===== src/rtl/kmeans_pkg.sv =====
// Shared K-means types: coordinate geometry, point record, seed-controller state encoding.
// Latency: n/a (types and constants only).
// Backpressure: n/a.
package kmeans_pkg;

    localparam int COORD_W = 9;
    localparam int MAX_K   = 8;
    localparam int IDX_W   = $clog2(MAX_K);
    // Wide enough to hold MAX_K itself (count of written points) and a retry count up to 15.
    localparam int CNT_W   = 4;

    typedef struct packed {
        logic [COORD_W-1:0] x;
        logic [COORD_W-1:0] y;
    } point_t;

    typedef enum logic [2:0] {
        ST_IDLE,
        ST_WAIT_RND,
        ST_CHECK,
        ST_WRITE,
        ST_DONE,
        ST_FAIL
    } seed_state_e;

    // Unsigned inclusive upper-bound test. The coordinate is zero-extended by one bit so that a
    // limit equal to the full coordinate range still yields a plain (never trivially folded) compare.
    function automatic logic coord_in_range(input logic [COORD_W-1:0] v, input int lim);
        return {1'b0, v} <= (COORD_W+1)'(lim);
    endfunction

endpackage


===== src/rtl/seed_point_buf.sv =====
// Point buffer holding the centroids accepted so far in the current seeding run.
// Latency: write lands on the clock edge; read port is combinational from rd_j.
// Backpressure: none; the controller writes at most one point per cycle.
module seed_point_buf
    import kmeans_pkg::*;
(
    input  logic               SeedCtrl_clk,
    input  logic               we,
    input  logic [IDX_W-1:0]   idx,
    input  logic [COORD_W-1:0] x,
    input  logic [COORD_W-1:0] y,
    input  logic [IDX_W-1:0]   rd_j,
    output logic [COORD_W-1:0] rd_x,
    output logic [COORD_W-1:0] rd_y
);

    // Contents are only meaningful below the controller's point count, so no reset is needed.
    point_t mem [MAX_K];

    // Single write port.
    always_ff @(posedge SeedCtrl_clk) begin
        if (we) begin
            mem[idx] <= {x, y};
        end
    end

    assign rd_x = mem[rd_j].x;
    assign rd_y = mem[rd_j].y;

endmodule


===== src/rtl/centroid_seed_ctrl.sv =====
// Sequences random initial-centroid generation: request sample, range/duplicate check, write.
// Latency: per accepted point 1 capture + max(1,cnt) check + 1 write cycle; all outputs registered.
// Backpressure: stalls in WAIT_RND with rnd_req high until the random source presents rnd_valid.
module centroid_seed_ctrl
    import kmeans_pkg::*;
#(
    parameter int X_MAX     = 511,
    parameter int Y_MAX     = 511,
    parameter int MAX_RETRY = 15
) (
    input  logic               SeedCtrl_clk,
    input  logic               SeedCtrl_rst,
    input  logic               start,
    input  logic               abort,
    input  logic [CNT_W-1:0]   k_in,
    input  logic               rnd_valid,
    input  logic [COORD_W-1:0] rnd_x,
    input  logic [COORD_W-1:0] rnd_y,
    output logic               rnd_req,
    output logic               cent_we,
    output logic [IDX_W-1:0]   cent_idx,
    output logic [COORD_W-1:0] cent_x,
    output logic [COORD_W-1:0] cent_y,
    output logic [CNT_W-1:0]   k_out,
    output logic               busy,
    output logic               done,
    output logic               err
);

    seed_state_e        state_q, state_d;
    logic [CNT_W-1:0]   cnt_q, cnt_d;
    logic [CNT_W-1:0]   retry_q, retry_d;
    logic [IDX_W-1:0]   j_q, j_d;
    logic [CNT_W-1:0]   k_d;
    point_t             smp_q, smp_d;
    logic [IDX_W-1:0]   cent_idx_d;
    logic [COORD_W-1:0] cent_x_d;
    logic [COORD_W-1:0] cent_y_d;
    logic               reject;
    logic               range_ok;
    logic               buf_we;
    logic [COORD_W-1:0] buf_x;
    logic [COORD_W-1:0] buf_y;

    assign range_ok = coord_in_range(smp_q.x, X_MAX) && coord_in_range(smp_q.y, Y_MAX);

    // The buffer commits during WRITE; an abort in that same cycle discards the point.
    assign buf_we = (state_q == ST_WRITE) && !abort;

    seed_point_buf u_buf (
        .SeedCtrl_clk (SeedCtrl_clk),
        .we           (buf_we),
        .idx          (cnt_q[IDX_W-1:0]),
        .x            (smp_q.x),
        .y            (smp_q.y),
        .rd_j         (j_q),
        .rd_x         (buf_x),
        .rd_y         (buf_y)
    );

    // State register.
    always_ff @(posedge SeedCtrl_clk or negedge SeedCtrl_rst) begin
        if (!SeedCtrl_rst) begin
            state_q <= ST_IDLE;
        end else begin
            state_q <= state_d;
        end
    end

    // Next-state and next-datapath decode; abort overrides everything, including start.
    always_comb begin
        state_d    = state_q;
        cnt_d      = cnt_q;
        retry_d    = retry_q;
        j_d        = j_q;
        k_d        = k_out;
        smp_d      = smp_q;
        cent_idx_d = cent_idx;
        cent_x_d   = cent_x;
        cent_y_d   = cent_y;
        reject     = 1'b0;

        if (abort) begin
            state_d = ST_IDLE;
        end else begin
            case (state_q)
                ST_IDLE, ST_DONE, ST_FAIL: begin
                    if (start) begin
                        if (k_in == '0 || k_in > CNT_W'(MAX_K)) begin
                            state_d = ST_FAIL;
                        end else begin
                            k_d     = k_in;
                            cnt_d   = '0;
                            retry_d = '0;
                            state_d = ST_WAIT_RND;
                        end
                    end
                end
                ST_WAIT_RND: begin
                    // rnd_req is the registered copy of "in WAIT_RND", so the handshake is qualified by it.
                    if (rnd_valid && rnd_req) begin
                        smp_d   = '{x: rnd_x, y: rnd_y};
                        j_d     = '0;
                        state_d = ST_CHECK;
                    end
                end
                ST_CHECK: begin
                    if (j_q == '0 && !range_ok) begin
                        reject = 1'b1;
                    end else if (cnt_q == '0) begin
                        state_d = ST_WRITE;
                    end else if (smp_q.x == buf_x && smp_q.y == buf_y) begin
                        reject = 1'b1;
                    end else if (CNT_W'(j_q) == cnt_q - CNT_W'(1)) begin
                        state_d = ST_WRITE;
                    end else begin
                        j_d = j_q + IDX_W'(1);
                    end

                    if (reject) begin
                        if (retry_q == CNT_W'(MAX_RETRY - 1)) begin
                            state_d = ST_FAIL;
                        end else begin
                            retry_d = retry_q + CNT_W'(1);
                            state_d = ST_WAIT_RND;
                        end
                    end
                end
                ST_WRITE: begin
                    cnt_d   = cnt_q + CNT_W'(1);
                    retry_d = '0;
                    state_d = (cnt_q + CNT_W'(1) == k_out) ? ST_DONE : ST_WAIT_RND;
                end
                default: begin
                    state_d = ST_IDLE;
                end
            endcase
        end

        // The write payload is launched on entry to WRITE so it is registered alongside cent_we.
        if (state_d == ST_WRITE) begin
            cent_idx_d = cnt_q[IDX_W-1:0];
            cent_x_d   = smp_q.x;
            cent_y_d   = smp_q.y;
        end
    end

    // Datapath and output registers; the status flags are registered decodes of the next state.
    always_ff @(posedge SeedCtrl_clk or negedge SeedCtrl_rst) begin
        if (!SeedCtrl_rst) begin
            cnt_q    <= '0;
            retry_q  <= '0;
            j_q      <= '0;
            smp_q    <= '0;
            k_out    <= '0;
            cent_idx <= '0;
            cent_x   <= '0;
            cent_y   <= '0;
            rnd_req  <= 1'b0;
            cent_we  <= 1'b0;
            busy     <= 1'b0;
            done     <= 1'b0;
            err      <= 1'b0;
        end else begin
            cnt_q    <= cnt_d;
            retry_q  <= retry_d;
            j_q      <= j_d;
            smp_q    <= smp_d;
            k_out    <= k_d;
            cent_idx <= cent_idx_d;
            cent_x   <= cent_x_d;
            cent_y   <= cent_y_d;
            rnd_req  <= (state_d == ST_WAIT_RND);
            cent_we  <= (state_d == ST_WRITE);
            busy     <= (state_d == ST_WAIT_RND) || (state_d == ST_CHECK) || (state_d == ST_WRITE);
            done     <= (state_d == ST_DONE);
            err      <= (state_d == ST_FAIL);
        end
    end

endmodule

===== config.mk =====
export PLATFORM = sky130hd
export DESIGN_NAME = centroid_seed_ctrl
export DESIGN_NICKNAME = d
export VERILOG_FILES = /design/src/rtl/kmeans_pkg.sv /design/src/rtl/seed_point_buf.sv /design/src/rtl/centroid_seed_ctrl.sv
export SDC_FILE = /design/constraint.sdc
export NUM_CORES = 1
export LEC_CHECK = 0
export ABC_AREA = 1
export CAP_MARGIN = 20
export CORE_UTILIZATION = 45
export DETAILED_ROUTE_END_ITERATION = 12
export PLACE_DENSITY = 0.62
export SLEW_MARGIN = 40
export SYNTH_ARGS = -nofsm -noshare
export SYNTH_HDL_FRONTEND = slang
export SYNTH_SLANG_ARGS = --single-unit

===== constraint.sdc =====
create_clock -name SeedCtrl_clk -period 9.9 [get_ports SeedCtrl_clk]
set_input_delay 2.475 -clock SeedCtrl_clk [delete_from_list [all_inputs] [get_ports SeedCtrl_clk]]
set_output_delay 2.475 -clock SeedCtrl_clk [all_outputs]
set_load 0.1 [all_outputs]

; ---- Word-level counts from Yosys, hierarchy flattened
; Memory sizes are Yosys's and may differ from the RTL's.
; Cells that the tools add are included.
[word_totals]
memories = 1
wordCells = 93
in_bits = 27
out_inout_bits = 30
reg_bits = 62
mem_bits_rw = 144
[op_classes]
n_eq_ne = 23
addsub = 4
n_reduce_logical = 19
muxes = 28
order_cmp = 1
bitwise_logic = 2
[memory_table]
columns = name, words, word_bits, rd, rd_ports_with_merged_regs, write_ports, line_no
row1 = u_buf.mem, 8, 18, 1, 0, 1, seed_point_buf.sv:18  ; point_t mem [MAX_K];
[op_table]
columns = op, n
row1 = two-way mux 3 bit, 14
row2 = equality test 9 bit, 2
row3 = two-way mux 4 bit, 4
row4 = inequality test 2 bit (second input constant), 8
row5 = equality test 3 x 2 -> 1 bit (second input constant), 4
row6 = equality test 3 bit (second input constant), 4
row7 = one-hot mux 3 bit (4 select lines), 1
row8 = one-hot mux 4 bit (3 select lines), 1
row9 = AND reduction 6 bit, 2
row10 = adder 4 x 1 -> 4 bit (second input constant), 2
row11 = zero test 4 bit, 2
row12 = one-hot mux 4 bit (2 select lines), 1
row13 = AND reduction 4 bit, 2
row14 = equality test 3 x 1 -> 1 bit (second input constant), 2
row15 = two-way mux 1 bit, 6
row16 = one-hot mux 3 bit (2 select lines), 1
row17 = equality test 3 x 4 -> 1 bit, 1
row18 = equality test 4 bit, 1
row19 = equality test 4 bit (second input constant), 1
row20 = greater-than comparator 4 bit (second input constant), 1
row21 = nonzero test 2 bit, 2
row22 = subtractor 4 x 1 -> 4 bit (second input constant), 1
row23 = adder 3 x 1 -> 3 bit (second input constant), 1
row24 = logical AND 1 bit, 3
row25 = 7 further kinds, 10

; ---- Depth between registers and ports, before layout
; Gate-level depths: netlist of the first run.
; An unclocked memory read counts as a cell.
[depth]
word_depth = 13
depth_mapped = 21
mapped_depth_nobuf = 19

; ---- Modules after synthesis
; A second synthesis of the first run with hierarchy kept.
[hier_totals]
cells_unflattened = 1047
hier_area_um2 = 9746.8
[by_module_without_submodules]
columns = mod, cells_per_inst, n_inst, seq_area_each_um2, area_each_um2
row1 = seed_point_buf, 639, 1, 4324.1, 6377.4
row2 = centroid_seed_ctrl, 408, 1, 1551.5, 3369.5

; ---- Least setup slack after synthesis of the first run
; OpenSTA, ideal clock, no wires.
[synth_path]
kind = input port to flip-flop
start = input port abort
end = memory u_buf.mem[1][0] (netlist name), enable pin
setup_slack_ns = 4.963
setup_time_ns = 0.439
t_arrival_ns = 4.498
path_stages = 3
path_cell_list = nor2_1 -> inv_1 -> nor4_1
[synth_between]
elab_chain_cells = 4
[synth_rtl]
columns = element, line_no
row1 = "start, declared", centroid_seed_ctrl.sv:14  ; input logic abort,
row2 = zero test 1 bit, centroid_seed_ctrl.sv:48  ; assign buf_we = (state_q == ST_WRITE) && !abort;
row3 = logical AND 1 bit, centroid_seed_ctrl.sv:48
row4 = two-way mux 1 bit, seed_point_buf.sv:22  ; if (we) begin
row5 = two-way mux 1 bit (not written as such), seed_point_buf.sv:23  ; mem[idx] <= {x, y};
row6 = "end, declared", seed_point_buf.sv:18
; Every way passes these cells.

; ---- Worst setup path in the final report of the first run
[layout_path]
start = input port abort
end = memory u_buf.mem[6][2] (netlist name), enable pin
; The elaborated chain is that of the path after synthesis.

==> results.toml, run 1 <==
[detailed_routing]
via_count = 6169
wire_per_inst_microns = 16.13
drcViolationCount = 0
finalWirelength_microns = 19780
first_iter_violations = 411
via_per_inst = 5.032
drt_pass1_iterations = 4
ant_nets = 0

[synthesis]
yosysWarnings = 0
synth_top_family_by_area = "simple AND/OR/NAND/NOR gates"
synthSimpleGateAreaFrac_pct = 20.75
synth.area.mux_share_pct = 0
synth-xor-area-share_pct = 1.170
synth_top_area_cell = "edfxtp_1"
syn_avg_cell_area_sq_um = 10.14
synth_compound_area_share_pct = 5.474
synth_fp_nets = 918
ys_ff_latch = 206
synthAdderAreaFrac_pct = 0.6965
netlist_instances = 886
ys_seq_area_share_pct = 65.41
yosysUniqueCellTypes = 35
netlist.area_leader.share_pct = 48.14
synth_area_sq_um = 8982
synth_area_leaders = "edfxtp_1 (48%), dfrtp_1 (17%), nand2_1 (9.6%)"

[power_and_ir_drop]
p_per_area_nw_per_um2 = 266.5
ir_drop_mv = 0.1679
power_mw = 2.774
power.leakage_nw = 4.437

[setup_path]
worstPathArrival_ns = 4.33
crit_end = "u_buf.mem[6][2]$_DFFE_PP_"
critPathLaunchType = "input port"
path_max_fanout = 11
crit_type = "input port to register"
reg2reg_to = "cent_x[5]$_DFFE_PN0P_"
cp_data_required_time_ns = 10.09
worstReg2RegStart = "j_q[0]$_DFFE_PN0P_"
reg2regPathDepth = 16
cp_cell_sequence = "clkdlybuf4s50_1 > nor2_1 > nand2_1 > nor3_2 > buf_4"
worst_path_largest_cell_delay_ns = 0.62
crit_path_end_kind = "register"
worst-r2r-setup-slack_ns = 6.42
cp_slowest_cell = "nor3_2"
cp-startpoint = "abort"

[global_routing]
antenna_found_initial = 0
groute.usage.overall_pct = 20.14
grt_pass1_vias = 5793
grt_max_degree = 78
grt-ovfl-total = 0
grt_pass1_wl_microns = 31330

[cells_and_area]
syn2layout_area_growth_pct = 15.88
layout-drive-gt1-share_pct = 11.34
mostFrequentLayoutCell = "nand2_1"
seq_area_sq_um = 5877
final_cell_mix = "nand2_1 (229), edfxtp_1 (144), nand3_1 (101)"
multiInputGateArea_sq_um = 2585
fin_nets = 976
n_fill_cell = 1755
antenna-diode-count = 0

[cts]
clock_latency_ns = 0.50
postCtsSetupBuffers = 0
clockRootBuffer = "clkbuf_16"
clk_pin_slew_ns = 0.06
h-tree-depth = 1
cts_resized = 0
cts_num_sinks = 206
cts_buffer_depth = 3
cts_made_buffers = 23
ctsHoldBuffers = 0
cts_tree = "done"

[floorplan]
pin_count = 57
core_area_sq_um = 19530
die_x_microns = 143.3
die_area_sq_um = 20530
fp.dieH_microns = 143.3
start_util_pct = 46.00
rows = 51

[sta]
tightest_slew_ns = 0.8063
setup_violations = 0
rsz0062_at_grt = "no"
slew_violations = 0
timing.final.crit_share_pct = 41.85
period_needed_ns = 4.143
fin_skew_ns = 0.01163
holdWs_ns = 0.4769
fmax_mhz = 241.4
hold_viol = 0
finalSetupTns_ns = 0
max_slew_margin_pct = 45.91
timing.final.ws_setup_ns = 5.757

[placed_design]
pre_cts_ws_ns = 5.135
dp_hpwl_microns = 11590
gp_congestion = 0.8176
io_buffer_count = 56

[hold_path]
hold_class = "register to register"

[status]
status = "complete, no violations"

[run]
drv_cap = 0
-- worst min-delay path by stage --
stage                                  from                       to  slack (ns)  depth (start not counted)
detailed placement    cent_y[1]$_DFFE_PN0P_    cent_y[1]$_DFFE_PN0P_        0.47                          2
finish                cent_y[1]$_DFFE_PN0P_    cent_y[1]$_DFFE_PN0P_        0.48                          2
floorplan            retry_q[3]$_DFFE_PN0P_   retry_q[3]$_DFFE_PN0P_        0.51                          2
global placement      cent_y[2]$_DFFE_PN0P_    cent_y[2]$_DFFE_PN0P_        0.46                          2
global route        cent_idx[1]$_DFFE_PN0P_  cent_idx[1]$_DFFE_PN0P_        0.50                          2
CTS                   cent_x[3]$_DFFE_PN0P_    cent_x[3]$_DFFE_PN0P_        0.48                          2
-- cell type report --
cell class / instances / area share, %
flip-flops and latches: 206 / 56.46
repair buffers: 67 / 4.784
well taps: 265 / 3.185
clock inverters: 11 / 0.9256
clock buffers: 31 / 6.395
multi-input cells: 552 / 24.83
inverters: 94 / 3.414
-- cells in the mapped netlist, drive strengths merged --
master	number
nand2	231
edfxtp	144
nand3	102
nor2	97
inv	91
dfrtp	62
o21ai	60
buf	26
a21oi	22
clkbuf	8
xor2	7
nand4	6
nor3	6
ha	5
xnor2	5
clkinv	3
nor4	2
or2	2
a211oi	1
a221oi	1
a22o	1
a22oi	1
nand3b	1
o211ai	1
o31ai	1
-- cell families (layout without fill, tap and decap cells) --
kind of cell / count (synthesis) / count (layout)
buf+inv: 128 / 203
flops: 206 / 206
simple gates: 447 / 447
xor+xnor: 12 / 12
fa+ha+maj: 5 / 5
compound gates: 88 / 88
-- metal layers --
metal	track usage [%]	routed length (microns)	vias to the layer above	part of all wire, %
met5	0	0	-	0
met4	5.991	354	0	1.8
met3	3.152	891	33	4.5
met2	33.30	9448	139	48
met1	27.43	9080	2936	46
li1	-	-	3061	-
-- worst max-delay path: cells and delay by family --
| kind | cells | cell delay (ns) |
|---|---|---|
| AND/OR/NAND/NOR | 3 | 1.04 |
| buffers and inverters | 2 | 0.81 |
-- stage by stage --
stage,area (sq um),cells,util [%]
after detailed placement,9624,1183,49.29
after floorplan,8982,886,-
final,10410,1226,53.31
after CTS,10390,1225,53.19
after global routing,10410,1226,53.31
after global placement,9756,1183,49.96
-- flip-flops by register name, summed over array words and instances (netlist names) --
| signal | flops |
|---|---|
| cent_y | 9 |
| retry_q | 4 |
| cnt_q | 4 |
| done | 1 |
| cent_we | 1 |
| rnd_req | 1 |
| smp_q | 18 |
| j_q | 3 |
| u_buf.mem | 144 |
| k_out | 4 |
| err | 1 |
| cent_x | 9 |
| state_q | 3 |
| cent_idx | 3 |
| busy | 1 |
-- where the power goes --
group / switching [mW] / internal [mW]
clock: 0.334 / 0.500
sequential: 0.122 / 1.09
combinational: 0.587 / 0.142
total: 1.04 / 1.73
(Power assumes the default switching activity.)
==> run 2: changes to the inputs <==
--- a/config.mk
+++ b/config.mk
@@ -9,7 +9,7 @@
 export CAP_MARGIN = 20
 export CORE_UTILIZATION = 45
 export DETAILED_ROUTE_END_ITERATION = 12
-export PLACE_DENSITY = 0.62
+export PLACE_DENSITY = 0.65
 export SLEW_MARGIN = 40
 export SYNTH_ARGS = -nofsm -noshare
 export SYNTH_HDL_FRONTEND = slang
==> constraint.sdc (replaced) <==
create_clock -name SeedCtrl_clk -period 3.7 [get_ports SeedCtrl_clk]
set_input_delay 0.925 -clock SeedCtrl_clk [delete_from_list [all_inputs] [get_ports SeedCtrl_clk]]
set_output_delay 0.925 -clock SeedCtrl_clk [all_outputs]
set_load 0.1 [all_outputs]
==> results.toml, run 2 (synthesis results as in run 1) <==
[global_routing]
grt_pass1_wl_microns = 31980
grt_pass1_vias = 6033
grt_max_degree = 78
antenna_found_initial = 0
grt-ovfl-total = 0
groute.usage.overall_pct = 20.70

[cts]
cts_resized = 0
h-tree-depth = 1
postCtsSetupBuffers = 0
clockRootBuffer = "clkbuf_16"
clk_pin_slew_ns = 0.06
ctsHoldBuffers = 0
cts_buffer_depth = 3
cts_made_buffers = 23
cts_tree = "done"
cts_num_sinks = 206
clock_latency_ns = 0.50

[setup_path]
cp_cell_sequence = "clkinv_1 > ha_1 > xnor2_1 > a221oi_1 > o21ai_1 > o21ai_0 > inv_1 > nand2_1 > nand2_1 > nand2_2 > nand3_4 > nand2_1 > o21ai_1"
cp_common_cell = "nand2_1"
crit_type = "register to register"
cp_num_buf_inv = 2
cp_slowest_cell = "dfrtp_1"
cp_data_required_time_ns = 4.06
worst_path_largest_cell_delay_ns = 0.49
critPathLaunchType = "register"
worstPathArrival_ns = 3.54
path_max_fanout = 43
critPathTopFamily = "simple AND/OR/NAND/NOR gates"
crit_path_end_kind = "register"

[sta]
fmax_mhz = 314.1
setup_violations = 0
hold_viol = 0
finalSetupTns_ns = 0
fin_skew_ns = 0.01120
slew_violations = 0
timing.final.crit_share_pct = 86.05
rsz0062_at_grt = "no"
period_needed_ns = 3.184
tightest_slew_ns = 0.6384
max_slew_margin_pct = 57.38

[cells_and_area]
largest_register = "u_buf.mem"
largest_register_ffs = 144
final_cell_mix = "nand2_1 (229), edfxtp_1 (144), nand3_1 (101)"
antenna-diode-count = 0
multiInputGateArea_sq_um = 2564
top_regs = "u_buf.mem: 144 flops, smp_q: 18 flops"
fin_nets = 982
n_fill_cell = 1754
utilization_pct = 53.51
seq_area_sq_um = 5877
layout-drive-gt1-share_pct = 11.28
syn2layout_area_growth_pct = 16.33
mostFrequentLayoutCell = "nand2_1"

[floorplan]
die_area_sq_um = 20530
rows = 51
pin_count = 57
core_area_sq_um = 19530
die_x_microns = 143.3
fp.dieH_microns = 143.3
start_util_pct = 46.00

[detailed_routing]
via_count = 6189
drcViolationCount = 0
finalWirelength_microns = 20190
first_iter_violations = 499
drt_pass1_iterations = 5
via_per_inst = 5.028
wire_per_inst_microns = 16.40
ant_nets = 0

[hold_path]
hold_class = "input port to asynchronous set/reset pin"

[run]
drv_cap = 0

[power_and_ir_drop]
sw_frac_of_total_pct = 37.51
switchingPower_mw = 2.796
ir_drop_mv = 0.6120
clockPowerShare_pct = 29.7
p_int_mw = 4.659
combPwrFrac_pct = 26.7
power.leakage_nw = 4.452
p_per_area_nw_per_um2 = 713.5
pwr-share-seq_pct = 43.6

[placed_design]
dp_hpwl_microns = 11900
io_buffer_count = 56
gp_congestion = 0.8471

[status]
status = "complete, no violations"
-- run 2: changes by cell type in the layout (fill, tap and decap cells not counted), sizes merged --
cell and change:
bufinv +1, clkinvlp +1, clkinv -2, inv -1
buf +6
-- run 2: routing by layer --
| metal | track usage (%) | vias to the layer above | routed length, microns |
|---|---|---|---|
| met4 | 5.879 | 0 | 454 |
| met2 | 34.20 | 169 | 9266 |
| met1 | 28.10 | 2932 | 9410 |
| li1 | - | 3057 | - |
| met3 | 3.521 | 31 | 1058 |
| met5 | 0 | - | 0 |
-- run 2: worst paths after layout --
path,startpoint,to,slack [ns],cells past startpoint
worst max-delay path,cnt_q[0]$_DFFE_PN0P_,cent_y[3]$_DFFE_PN0P_,0.52,13
worst min-delay path,SeedCtrl_rst,retry_q[0]$_DFFE_PN0P_,0.42,1
worst max register to register,cnt_q[0]$_DFFE_PN0P_,cent_y[3]$_DFFE_PN0P_,0.52,13
worst min register to register,cent_idx[1]$_DFFE_PN0P_,cent_idx[1]$_DFFE_PN0P_,0.47,2
max in group asynchronous,SeedCtrl_rst,j_q[0]$_DFFE_PN0P_,2.82,1
min in group SeedCtrl_clk,cent_idx[1]$_DFFE_PN0P_,cent_idx[1]$_DFFE_PN0P_,0.47,2
-- run 2: final cells by class --
type | instances | area share [%]
Inverter | 94 | 3.401
Sequential cell | 206 | 56.24
Clock buffer | 31 | 6.083
Timing Repair Buffer | 73 | 5.592
Multi-Input combinational cell | 552 | 24.54
Tap cell | 265 | 3.173
Clock inverter | 10 | 0.9699
-- run 2: per-stage QoR --
stage / hold WS, ns / instance area (sq um) / power [mW] / cells / setup WS (ns)
2_1_floorplan: 0.5091 / 8982 / 4.772 / 886 / 0.3128
4_1_cts: 0.4541 / 10450 / 7.507 / 1231 / 0.4705
3_3_place_gp: 0.4660 / 9813 / 5.360 / 1190 / 0.5823
6_report: 0.4249 / 10450 / 7.455 / 1231 / 0.5162
3_5_place_dp: 0.4653 / 9712 / 5.292 / 1190 / 0.5076
5_1_grt: 0.4651 / 10450 / 7.795 / 1231 / 0.1487
-- run 2: power groups by stage --
| stage | combinational [mW] | clock, mW | sequential (mW) |
|---|---|---|---|
| 2_1_floorplan | 0.618 | 0 | 4.15 |
| 3_3_place_gp | 2.08 | 0 | 3.28 |
| 3_5_place_dp | 2.01 | 0 | 3.29 |
| 4_1_cts | 2.01 | 2.25 | 3.25 |
| 5_1_grt | 2.14 | 2.35 | 3.30 |
| 6_report | 1.99 | 2.21 | 3.25 |
==> run 3: changes to the inputs <==
--- a/config.mk
+++ b/config.mk
@@ -9,6 +9,7 @@
 export CAP_MARGIN = 20
 export CORE_UTILIZATION = 45
 export DETAILED_ROUTE_END_ITERATION = 12
+export MAX_ROUTING_LAYER = met4
 export PLACE_DENSITY = 0.65
 export SLEW_MARGIN = 40
 export SYNTH_ARGS = -nofsm -noshare
==> results.toml, run 3 (synthesis results as in run 1) <==
[status]
status = "complete, no violations"

[cells_and_area]
seq_area_sq_um = 5877
fin_nets = 982
largest_register = "u_buf.mem"
antenna-diode-count = 0
n_fill_cell = 1754
syn2layout_area_growth_pct = 16.33
largest_register_ffs = 144
final_cell_mix = "nand2_1 (229), edfxtp_1 (144), nand3_1 (101)"
layoutNonFillerInstCount = 1231
multiInputGateArea_sq_um = 2564
top_regs = "u_buf.mem: 144 flops, smp_q: 18 flops"
mostFrequentLayoutCell = "nand2_1"
layout-drive-gt1-share_pct = 11.28

[setup_path]
cp_common_cell = "nand2_1"
cp_slowest_cell = "dfrtp_1"
critPathTopFamily = "simple AND/OR/NAND/NOR gates"
worst_path_largest_cell_delay_ns = 0.49
cp_num_buf_inv = 2
path_max_fanout = 43
crit_path_end_kind = "register"
critPathLaunchType = "register"
cp_cell_sequence = "clkinv_1 > ha_1 > xnor2_1 > a221oi_1 > o21ai_1 > o21ai_0 > inv_1 > nand2_1 > nand2_1 > nand2_2 > nand3_4 > nand2_1 > o21ai_2"
crit_type = "register to register"
worstPathArrival_ns = 3.55
cp_data_required_time_ns = 4.07

[floorplan]
pin_count = 57
core_area_sq_um = 19530
die_x_microns = 143.3
rows = 51
start_util_pct = 46.00
die_area_sq_um = 20530
fp.dieH_microns = 143.3

[cts]
cts_buffer_depth = 3
clk_pin_slew_ns = 0.06
cts_num_sinks = 206
clockRootBuffer = "clkbuf_16"
clock_latency_ns = 0.50
h-tree-depth = 1
cts_made_buffers = 23
cts_tree = "done"
ctsHoldBuffers = 0
postCtsSetupBuffers = 0
cts_resized = 0

[sta]
tightest_slew_ns = 0.6552
timing.final.crit_share_pct = 85.99
slew_violations = 0
hold_viol = 0
max_slew_margin_pct = 56.26
fin_skew_ns = 0.01234
timing.final.ws_setup_ns = 0.5184
period_needed_ns = 3.182
rsz0062_at_grt = "no"
finalSetupTns_ns = 0
fmax_mhz = 314.3
setup_violations = 0

[detailed_routing]
drcViolationCount = 0
finalWirelength_microns = 20190
via_per_inst = 5.060
via_count = 6229
ant_nets = 0
first_iter_violations = 460
wire_per_inst_microns = 16.40
drt_pass1_iterations = 5

[run]
drv_cap = 0

[global_routing]
groute.usage.overall_pct = 21.32
grt_pass1_wl_microns = 32000
grt-ovfl-total = 0
grt_pass1_vias = 6027
antenna_found_initial = 0
grt_max_degree = 78

[placed_design]
gp_congestion = 0.8604
dp_hpwl_microns = 11900
io_buffer_count = 56
numPlacedInstances = 1190
pre_cts_ws_ns = 0.5076

[hold_path]
hold_class = "input port to asynchronous set/reset pin"

[power_and_ir_drop]
power_mw = 7.454
p_per_area_nw_per_um2 = 713.4
ir_drop_mv = 0.6114
power.leakage_nw = 4.452
[run 3: worst reg2reg max path: stages (launching register included)]
cell,delay [ns]
dfrtp_1,0.49
clkinv_1,0.32
ha_1,0.45
xnor2_1,0.14
a221oi_1,0.22
o21ai_1,0.11
o21ai_0,0.22
inv_1,0.10
nand2_1,0.08
nand2_1,0.07
nand2_2,0.13
nand3_4,0.41
nand2_1,0.25
o21ai_2,0.07
[run 3: layout make-up]
type	instances	share of cell area, %
clock buffers	31	6.083
clock inverters	10	0.9699
inverters	94	3.401
multi-input cells	552	24.54
flip-flops and latches	206	56.24
well taps	265	3.173
repair buffers	73	5.592
[run 3: worst paths after layout]
| kind | from | end | slack, ns | cells past startpoint |
|---|---|---|---|---|
| max in group asynchronous | SeedCtrl_rst | j_q[0]$_DFFE_PN0P_ | 2.82 | 1 |
| setup / recovery | cnt_q[0]$_DFFE_PN0P_ | cent_y[2]$_DFFE_PN0P_ | 0.52 | 13 |
| hold reg to reg | cent_idx[1]$_DFFE_PN0P_ | cent_idx[1]$_DFFE_PN0P_ | 0.47 | 2 |
| setup reg to reg | cnt_q[0]$_DFFE_PN0P_ | cent_y[2]$_DFFE_PN0P_ | 0.52 | 13 |
| min in group SeedCtrl_clk | cent_idx[1]$_DFFE_PN0P_ | cent_idx[1]$_DFFE_PN0P_ | 0.47 | 2 |
| hold / removal | SeedCtrl_rst | retry_q[0]$_DFFE_PN0P_ | 0.43 | 1 |
[run 3: power by group]
part	switching, mW	total (mW)	leakage [nW]	internal (mW)
clock network	0.870	2.21	0.356	1.34
logic	1.59	1.99	2.08	0.405
registers	0.335	3.25	2.01	2.91
total	2.80	7.45	4.45	4.66
[run 3: through the flow]
step	hold slack [ns]	util, %	instance area, sq um
final	0.4277	53.51	10450
after global routing	0.4651	53.51	10450
after CTS	0.4541	53.51	10450
after detailed placement	0.4653	49.74	9712
after global placement	0.4660	50.26	9813
after floorplan	0.5091	-	8982
[run 3: routing by layer]
layer  share of wire (%)  global-route usage, %
met3                 6.0                  3.488
met5                   0                      -
met1                  46                  28.15
met2                  46                  34.17
met4                 2.3                  5.879
